**config.mk**
```make
export PLATFORM = sky130hd
export DESIGN_NAME = converter_sequencer
export DESIGN_NICKNAME = d
export VERILOG_FILES = /design/src/rtl/converter_sequencer.sv
export SDC_FILE = /design/constraint.sdc
export NUM_CORES = 1
export LEC_CHECK = 0
export ABC_AREA = 1
export CAP_MARGIN = 20
export CELL_PAD_IN_SITES_DETAIL_PLACEMENT = 0
export CELL_PAD_IN_SITES_GLOBAL_PLACEMENT = 1
export CORE_ASPECT_RATIO = 0.8
export CORE_MARGIN = 2
export CORE_UTILIZATION = 44
export DETAILED_ROUTE_END_ITERATION = 8
export PLACE_DENSITY_LB_ADDON = 0.1
export SYNTH_ARGS = -nofsm -noshare
export SYNTH_HDL_FRONTEND = slang
export SYNTH_SLANG_ARGS = --single-unit
```
**constraint.sdc**
```tcl
create_clock -name i_clock -period 6.43 [get_ports i_clock]
set_input_delay 1.6075 -clock i_clock [delete_from_list [all_inputs] [get_ports i_clock]]
set_output_delay 1.6075 -clock i_clock [all_outputs]
set_load 0.05 [all_outputs]
```
**src/rtl/converter_sequencer.sv**
```systemverilog
// Start-up/run/shutdown sequencer for the full-bridge resonant converter gate drive.
// Latency: every output is registered; gates follow i_mosfet one clock later in RUN.
// No backpressure: i_enable and faults act on the next edge, async reset clears outputs at once.
module converter_sequencer #(
    parameter int BOOT_CYCLES = 1000,
    parameter int PRE_CYCLES  = 400,
    parameter int RAMP_DIV    = 100000,
    parameter int PHI_START   = 0,
    parameter int PHI_MAX     = 70,
    parameter int IC_LIMIT    = 7000,
    parameter int OC_FILTER   = 8
) (
    input  logic        i_clock,
    input  logic        i_RESET,
    input  logic        i_enable,
    input  logic [3:0]  i_mosfet,
    input  logic [13:0] i_iC,
    input  logic [7:0]  i_phi_target,
    output logic [3:0]  o_Q,
    output logic [7:0]  o_phi,
    output logic        o_ctrl_rst_n,
    output logic [2:0]  o_state,
    output logic [1:0]  o_fault
);

    localparam logic [2:0] S_IDLE  = 3'd0;
    localparam logic [2:0] S_BOOT  = 3'd1;
    localparam logic [2:0] S_PRE   = 3'd2;
    localparam logic [2:0] S_RUN   = 3'd3;
    localparam logic [2:0] S_FAULT = 3'd4;

    localparam int SEQ_MAX = (BOOT_CYCLES > PRE_CYCLES) ? BOOT_CYCLES : PRE_CYCLES;
    localparam int SEQ_W   = $clog2(SEQ_MAX + 1);
    localparam int RAMP_W  = $clog2(RAMP_DIV + 1);
    localparam int OC_W    = $clog2(OC_FILTER + 1);

    logic [2:0]        state;
    logic [2:0]        state_nxt;
    logic [SEQ_W-1:0]  seq_cnt;
    logic [RAMP_W-1:0] ramp_cnt;
    logic [OC_W-1:0]   oc_cnt;

    logic [14:0] ic_ext;
    logic [14:0] ic_abs;
    logic        oc_over;
    logic        oc_zone;
    logic        oc_trip;
    logic        st_hit;
    logic        st_trip;
    logic [7:0]  phi_tgt;
    logic        seq_done;

    // 15-bit magnitude so the most negative sample (-8192) is not misread
    assign ic_ext  = {i_iC[13], i_iC};
    assign ic_abs  = i_iC[13] ? (~ic_ext + 15'd1) : ic_ext;
    assign oc_over = ic_abs > 15'(IC_LIMIT);
    assign oc_zone = (state == S_PRE) || (state == S_RUN);
    assign oc_trip = oc_zone && oc_over && (oc_cnt == OC_W'(OC_FILTER - 1));

    assign st_hit  = (i_mosfet[0] & i_mosfet[2]) | (i_mosfet[1] & i_mosfet[3]);
    assign st_trip = (state == S_RUN) && st_hit;

    assign phi_tgt  = (i_phi_target > 8'(PHI_MAX)) ? 8'(PHI_MAX) : i_phi_target;
    assign seq_done = ((state == S_BOOT) && (seq_cnt == SEQ_W'(BOOT_CYCLES - 1))) ||
                      ((state == S_PRE)  && (seq_cnt == SEQ_W'(PRE_CYCLES - 1)));

    assign o_state = state;

    // Faults win over a simultaneous disable so the cause is still latched for diagnosis
    always_comb begin
        state_nxt = state;
        case (state)
            S_IDLE:  if (i_enable) state_nxt = S_BOOT;
            S_BOOT: begin
                if (!i_enable)     state_nxt = S_IDLE;
                else if (seq_done) state_nxt = S_PRE;
            end
            S_PRE: begin
                if (oc_trip)       state_nxt = S_FAULT;
                else if (!i_enable) state_nxt = S_IDLE;
                else if (seq_done) state_nxt = S_RUN;
            end
            S_RUN: begin
                if (st_trip || oc_trip) state_nxt = S_FAULT;
                else if (!i_enable)     state_nxt = S_IDLE;
            end
            S_FAULT: if (!i_enable) state_nxt = S_IDLE;
            default: state_nxt = S_IDLE;
        endcase
    end

    always_ff @(posedge i_clock or negedge i_RESET) begin
        if (!i_RESET) begin
            state        <= S_IDLE;
            seq_cnt      <= '0;
            ramp_cnt     <= '0;
            oc_cnt       <= '0;
            o_Q          <= 4'b0000;
            o_phi        <= 8'(PHI_START);
            o_ctrl_rst_n <= 1'b0;
            o_fault      <= 2'b00;
        end else begin
            state <= state_nxt;

            if ((state_nxt == state) && ((state == S_BOOT) || (state == S_PRE)))
                seq_cnt <= seq_cnt + SEQ_W'(1);
            else
                seq_cnt <= '0;

            if (oc_zone && oc_over && !oc_trip)
                oc_cnt <= oc_cnt + OC_W'(1);
            else
                oc_cnt <= '0;

            if ((state == S_IDLE) && (state_nxt == S_BOOT))
                o_fault <= 2'b00;
            else if ((state != S_FAULT) && (state_nxt == S_FAULT))
                o_fault <= st_trip ? 2'b01 : 2'b10;

            // Gate pattern is chosen from the destination state, so no illegal pattern is ever driven
            case (state_nxt)
                S_BOOT:  o_Q <= 4'b1100;
                S_PRE:   o_Q <= 4'b1001;
                S_RUN:   o_Q <= st_hit ? 4'b0000 : i_mosfet;
                default: o_Q <= 4'b0000;
            endcase
            o_ctrl_rst_n <= (state_nxt == S_RUN);

            if ((state == S_PRE) && (state_nxt == S_RUN)) begin
                o_phi    <= 8'(PHI_START);
                ramp_cnt <= '0;
            end else if (state == S_RUN) begin
                if (ramp_cnt == RAMP_W'(RAMP_DIV - 1)) begin
                    ramp_cnt <= '0;
                    if (o_phi < phi_tgt)
                        o_phi <= o_phi + 8'd1;
                    else if (o_phi > phi_tgt)
                        o_phi <= o_phi - 8'd1;
                end else begin
                    ramp_cnt <= ramp_cnt + RAMP_W'(1);
                end
            end
        end
    end

endmodule

```
After elaboration in Yosys (flattened, before gate mapping)
Cells that the tools add are included.
{ "totals": {"regBits": 49, "word_cells": 83, "output_inout_bits": 18} }
{ "classes": {"muxes": 26, "n_bitwise": 4, "reduce_logical": 21, "n_lt_le_gt_ge": 4, "n_eq_ne": 14, "add_sub_neg": 6} }
{ "ops": {"columns": ["cell", "n"], "rows": [
  ["17-bit two-way mux", 3],
  ["8-bit two-way mux", 6],
  ["3-bit two-way mux", 8],
  ["17-bit by 1-bit adder with 17-bit output (second input constant)", 1],
  ["17-bit == test (second input constant)", 1],
  ["15-bit by 1-bit adder with 15-bit output (second input constant)", 1],
  ["15-bit by 13-bit > comparator with 1-bit output (second input constant)", 1],
  ["15-bit two-way mux", 1],
  ["15-bit NOT", 1],
  ["3-bit one-hot mux with 5 select lines", 1],
  ["3-bit by 2-bit == test with 1-bit output (second input constant)", 4],
  ["4-bit one-hot mux with 3 select lines", 1],
  ["10-bit by 1-bit adder with 10-bit output (second input constant)", 1],
  ["10-bit == test (second input constant)", 1],
  ["10-bit by 9-bit == test with 1-bit output (second input constant)", 1],
  ["1-bit logical AND", 10],
  ["10-bit two-way mux", 1],
  ["8-bit by 1-bit adder with 8-bit output (second input constant)", 1],
  ["8-bit by 7-bit > comparator with 1-bit output (second input constant)", 1],
  ["8-bit > comparator", 1],
  ["8-bit less-than comparator", 1],
  ["4-bit two-way mux", 2],
  ["8-bit by 1-bit subtractor with 8-bit output (second input constant)", 1],
  ["3-bit by 1-bit == test with 1-bit output (second input constant)", 2],
  ["14 further kinds", 23]
]} }

Depth between registers and ports, before layout
{ "depth": {"ltp_word": 13, "ltp_mapped": 24, "depth_no_buf": 24} }

Worst setup path before layout
No wires, ideal clock.
{ "synth_path": {"kind": "input port to flip-flop", "from": "input i_phi_target[4]", "to": "register o_phi[7]", "path_buffers": 0, "slack_ns": 1.712, "setup_ns": 0.114, "arrival_ns": 4.603, "cell_stages": 24, "cell_sequence": "nor3_1 nand2_1 a21oi_1 inv_1 nor2_1 ha_1 inv_1 nor2_1 o21ai_0 nand2_1 nand2_1 o2111ai_1 ha_1 nand3_1 nand2_1 a21oi_1 o21ai_0 a21o_1 a21oi_1 o21bai_1 a21oi_1 or2_1 nand3_1 inv_1"} }
{ "synth_via": {"elab_chain_cells": 7, "word_cells_on_any_way": 10} }
{ "synth_lines": {"columns": ["element", "line_no", "source"], "rows": [
  ["from (decl)", "18", "input logic [7:0] i_phi_target,"],
  ["8-bit by 7-bit > comparator with 1-bit output", "63", "assign phi_tgt = (i_phi_target > 8'(PHI_MAX)) ? 8'(PHI_MAX) : i_phi_target;"],
  ["8-bit two-way mux (*)", "63", null],
  ["8-bit less-than comparator", "135", "if (o_phi < phi_tgt)"],
  ["8-bit two-way mux", "135", null],
  ["8-bit two-way mux", "133", "if (ramp_cnt == RAMP_W'(RAMP_DIV - 1)) begin"],
  ["8-bit two-way mux", "132", "end else if (state == S_RUN) begin"],
  ["8-bit two-way mux", "129", "if ((state == S_PRE) && (state_nxt == S_RUN)) begin"],
  ["to (signal assigned)", "130", "o_phi <= 8'(PHI_START);"],
  ["to (signal assigned)", "136", "o_phi <= o_phi + 8'd1;"],
  ["to (signal assigned)", "138", "o_phi <= o_phi - 8'd1;"],
  ["to (decl)", "20", "output logic [7:0] o_phi,"]
]} }
Mark *: on every way between the ends. The rest lies on a longest branch, timed or not. The select of a mux whose other input is x is not followed.
A chain may end at the register's enable or synchronous reset.

Worst setup path after layout
Same ends and word-level chain as after synthesis.

==> results.rst <==
.. list-table::
   :header-rows: 1

   * - Metric
     - Value
   * - Clock transition at the registers of the reported paths
     - 0.10 ns
   * - Post-synthesis register bit count
     - between 40 and 50
   * - Setup crit start
     - i_phi_target[4]
   * - Peak supply drop
     - 112 uV
   * - Total of hold buffers inserted after clock tree synthesis
     - 0
   * - Crit Path Max Fanout
     - 7
   * - Most frequently used flop master after synthesis
     - dfrtp_1
   * - Class of the tightest hold or removal check
     - reg -> reg
   * - R2R Path Start
     - o_phi[1]
   * - Commonest cells in the netlist
     - 104 x nand2_1, 85 x inv_1, 56 x nor2_1, 49 x dfrtp_1, 29 x nand3_1
   * - Via count of the first global-routing pass
     - just over 3000
   * - FILL cells
     - 818
   * - Data arrival time at the worst-slack endpoint
     - around 5.4 ns
   * - Arithmetic-cell share of the synthesized area counting full adders, half adders and majority gates
     - 6.58%
   * - Cells resized by post-CTS repair
     - 0
   * - Synth Area in XOR/XNOR
     - under 10%
   * - Final Hold Vio Count
     - 0
   * - Total power per unit cell area
     - 149 nW/um2
   * - Worst hold path startpoint
     - seq_cnt[0]
   * - Multi-input logic area
     - 2110 um2
   * - Routed len/inst
     - about 12 um
   * - Total inserted antenna cells
     - 0
   * - DRC violations left
     - 0
   * - Overall routed net length
     - 8.22 mm
   * - Global-route usage over all layers
     - 18.7%
   * - Post-synth EDFFs
     - 0
   * - Slack of the worst reg-to-reg path
     - 3.19 ns
   * - H-Tree Depth
     - 2
   * - Pin slew with the least headroom to its limit
     - 0.879 ns
   * - Die Footprint
     - 9230 um2
   * - Maximum number of pins on one net before global-route repair
     - 50
   * - Via density per instance
     - 4.93
   * - Syn Std Cell Area
     - 3730 um2
   * - Share of async-settable or async-resettable flops after synthesis
     - 100%
   * - Max frequency
     - 193 MHz
   * - Max Transition Viols Final
     - 0
   * - Number of buffers added for setup after CTS
     - 0
   * - Area growth from synthesis to layout
     - 18.5%
   * - Headroom to the max-slew limit
     - roughly two fifths
   * - Avg Inst Size Synth
     - 7.17 um2
   * - Proportion of layout cells with a drive suffix above 1
     - 11.9%
   * - Setup repair after global routing missed its margin
     - no
   * - Combinational family with the most area after synthesis
     - simple AND/OR/NAND/NOR gates
   * - Distinct cells, synth
     - 43
   * - Post-synth net total
     - 568
   * - Post-synthesis compound-gate area fraction
     - approximately a tenth
   * - Cell with the most instances after synthesis
     - nand2_1
   * - FF+latch area
     - 1230 um2
   * - Final Net Count
     - around 620
   * - Sink count of the clock tree
     - 49
   * - Worst-Skew Late Latency
     - 0.31 ns
   * - Outcome
     - finished clean
   * - Vias after detailed routing
     - 3367
   * - I/O Buffers
     - 46
   * - Area share of and/or/nand/nor cells after synthesis
     - 36.3%
   * - Setup CP Type
     - in -> reg
   * - Die Height
     - 86.3 um
   * - # IOs
     - 47
   * - Number of cells in the design after placement
     - around 680
   * - Total power
     - 0.657 mW
   * - TritonCTS clock tree
     - built
   * - Total clock buffers created by CTS
     - 5
   * - Worst Setup End Kind
     - register
   * - Weighted congestion at the end of routability-driven global placement
     - 0.865
   * - Antenna Violating Nets Remaining
     - 0
   * - Type of element launching the critical path
     - input pin
   * - Number of maximum-capacitance constraint violations
     - 0
   * - Post-synthesis mux area share
     - 0%
   * - Min cycle time layout
     - 5.19 ns
   * - HPWL after DPL
     - between 6 and 7 mm
   * - DRC violation total after the first TritonRoute iteration
     - 141
   * - Global-route wire length before repair
     - 14.0 mm
   * - Clock skew
     - 0.0104 ns
   * - Clock tree root driver cell
     - clkbuf_8
   * - Final period utilization
     - around 81%
   * - Initial Utilization
     - 44.5%
   * - Portion of the post-synthesis area used by sequential elements
     - 32.9%
   * - Horiz. Die Dim
     - about 110 um
   * - Antenna violations before repair
     - 0
   * - Global-route congestion overflow total
     - 0
   * - Total Negative Setup Slacks
     - 0 ns
   * - Core ar.
     - between 8000 and 9000 um2
   * - Largest area contributor in the netlist
     - dfrtp_1
   * - Worst EP required
     - 6.64 ns
   * - Total leakage power
     - 2.16 nW
   * - Standard-cell row count
     - 30
   * - Main area contributors after synthesis
     - dfrtp_1 33%, nand2_1 10%, inv_1 8.6%, ha_1 6.0%, nor2_1 5.6%
   * - Count of synthesis-stage warnings from yosys
     - 0
   * - Post-layout instance count excluding filler cells
     - 683
   * - Maximum buffer depth of the clock tree
     - 2
   * - Final setup vio count
     - 0
   * - Portion of synthesized cell area occupied by the leading cell type
     - 32.9%
   * - Count of mapped cells out of synthesis
     - between 500 and 600
   * - First-pass iteration count of the detailed router
     - 4
==> through the flow <==
step	util (%)	hold slack, ns	instance area [um2]	worst slack (ns)
2_1_floorplan	-	0.433	3730	1.71
3_3_place_gp	51.4	0.450	4310	1.08
3_5_place_dp	51.4	0.462	4310	0.944
4_1_cts	52.8	0.474	4420	1.27
5_1_grt	52.8	0.509	4420	0.802
6_report	52.8	0.476	4420	1.24
==> cell usage in the layout (no fill, tap or decap), drive strengths merged <==
master / count
or2: 1
clkdlybuf4s50: 45
bufinv: 1
clkinv: 1
a22oi: 1
nand4: 15
nor2: 76
nor3: 14
nand2: 119
fa: 1
nand3: 39
a21o: 1
o31ai: 1
o21bai: 2
o22ai: 5
clkbuf: 6
inv: 96
ha: 18
o2111ai: 2
nor4: 4
a221oi: 1
a22o: 2
xor2: 9
o21ai: 22
o211ai: 4
a31oi: 4
a21boi: 1
buf: 3
dfrtp: 49
conb: 1
a21oi: 19
nand3b: 2
nor3b: 1
xnor2: 5
==> sequential cells by signal (all words and copies together) (netlist names) <==
register / cells
ramp_cnt: 17
seq_cnt: 10
o_phi: 8
o_Q: 4
oc_cnt: 4
o_state: 3
o_fault: 2
o_ctrl_rst_n: 1
==> layout make-up <==
| type | instances | share of cell area [%] |
|---|---|---|
| well taps | 112 | 3.17 |
| inverters | 96 | 8.16 |
| multi-input cells | 370 | 47.7 |
| repair buffers | 48 | 10.6 |
| flip-flops and latches | 49 | 27.8 |
| clock buffers | 6 | 1.64 |
| clock inverters | 2 | 0.878 |
==> power breakdown <==
group          leakage [nW]  switching (mW)  internal [mW]
registers             0.623         0.00888          0.318
clock network        0.0554           0.109          0.117
logic                  1.48          0.0614         0.0425
==> metal layers <==
layer	share of wire, %	up-vias	wire, um	global-route usage (%)
li1	-	1780	-	-
met1	54	1525	4430	27.6
met2	42	55	3440	28.9
met3	3.4	7	283	3.01
met4	0.89	0	73	4.37
met5	0	-	0	0
==> kinds of logic (layout without fill, tap and decap cells) <==
group,Yosys count,after routing
simple gates,271,271
flops,49,49
fa+ha+maj,19,19
compound gates,65,65
buf+inv,101,152
xor+xnor,14,14
other cells,1,1
==> worst paths after layout <==
kind,depth (start not counted),endpoint
min in group asynchronous,2,o_phi[5]
min,1,seq_cnt[0]
max,25,o_phi[7]
min reg2reg,1,seq_cnt[0]
max in group asynchronous,2,seq_cnt[9]
max reg2reg,19,o_phi[7]
==> worst max-delay path, stage by stage <==
cell and delay (ns):
clkdlybuf4s50_1 0.42, nor3_1 0.19, nand2_1 0.07, a21oi_1 0.26, inv_1 0.13, nor2_1 0.12
ha_1 0.25, inv_1 0.06, nor2_1 0.03, o21ai_0 0.15, nand2_1 0.06, nand2_1 0.06
o2111ai_1 0.29, ha_1 0.47, nand3_1 0.08, nand2_1 0.11, a21oi_1 0.07, o21ai_0 0.25
a21o_1 0.15, a21oi_1 0.07, o21bai_1 0.12, a21oi_1 0.07, or2_1 0.21, nand3_1 0.06
inv_1 0.04
Power figures use the tool's default switching activity.
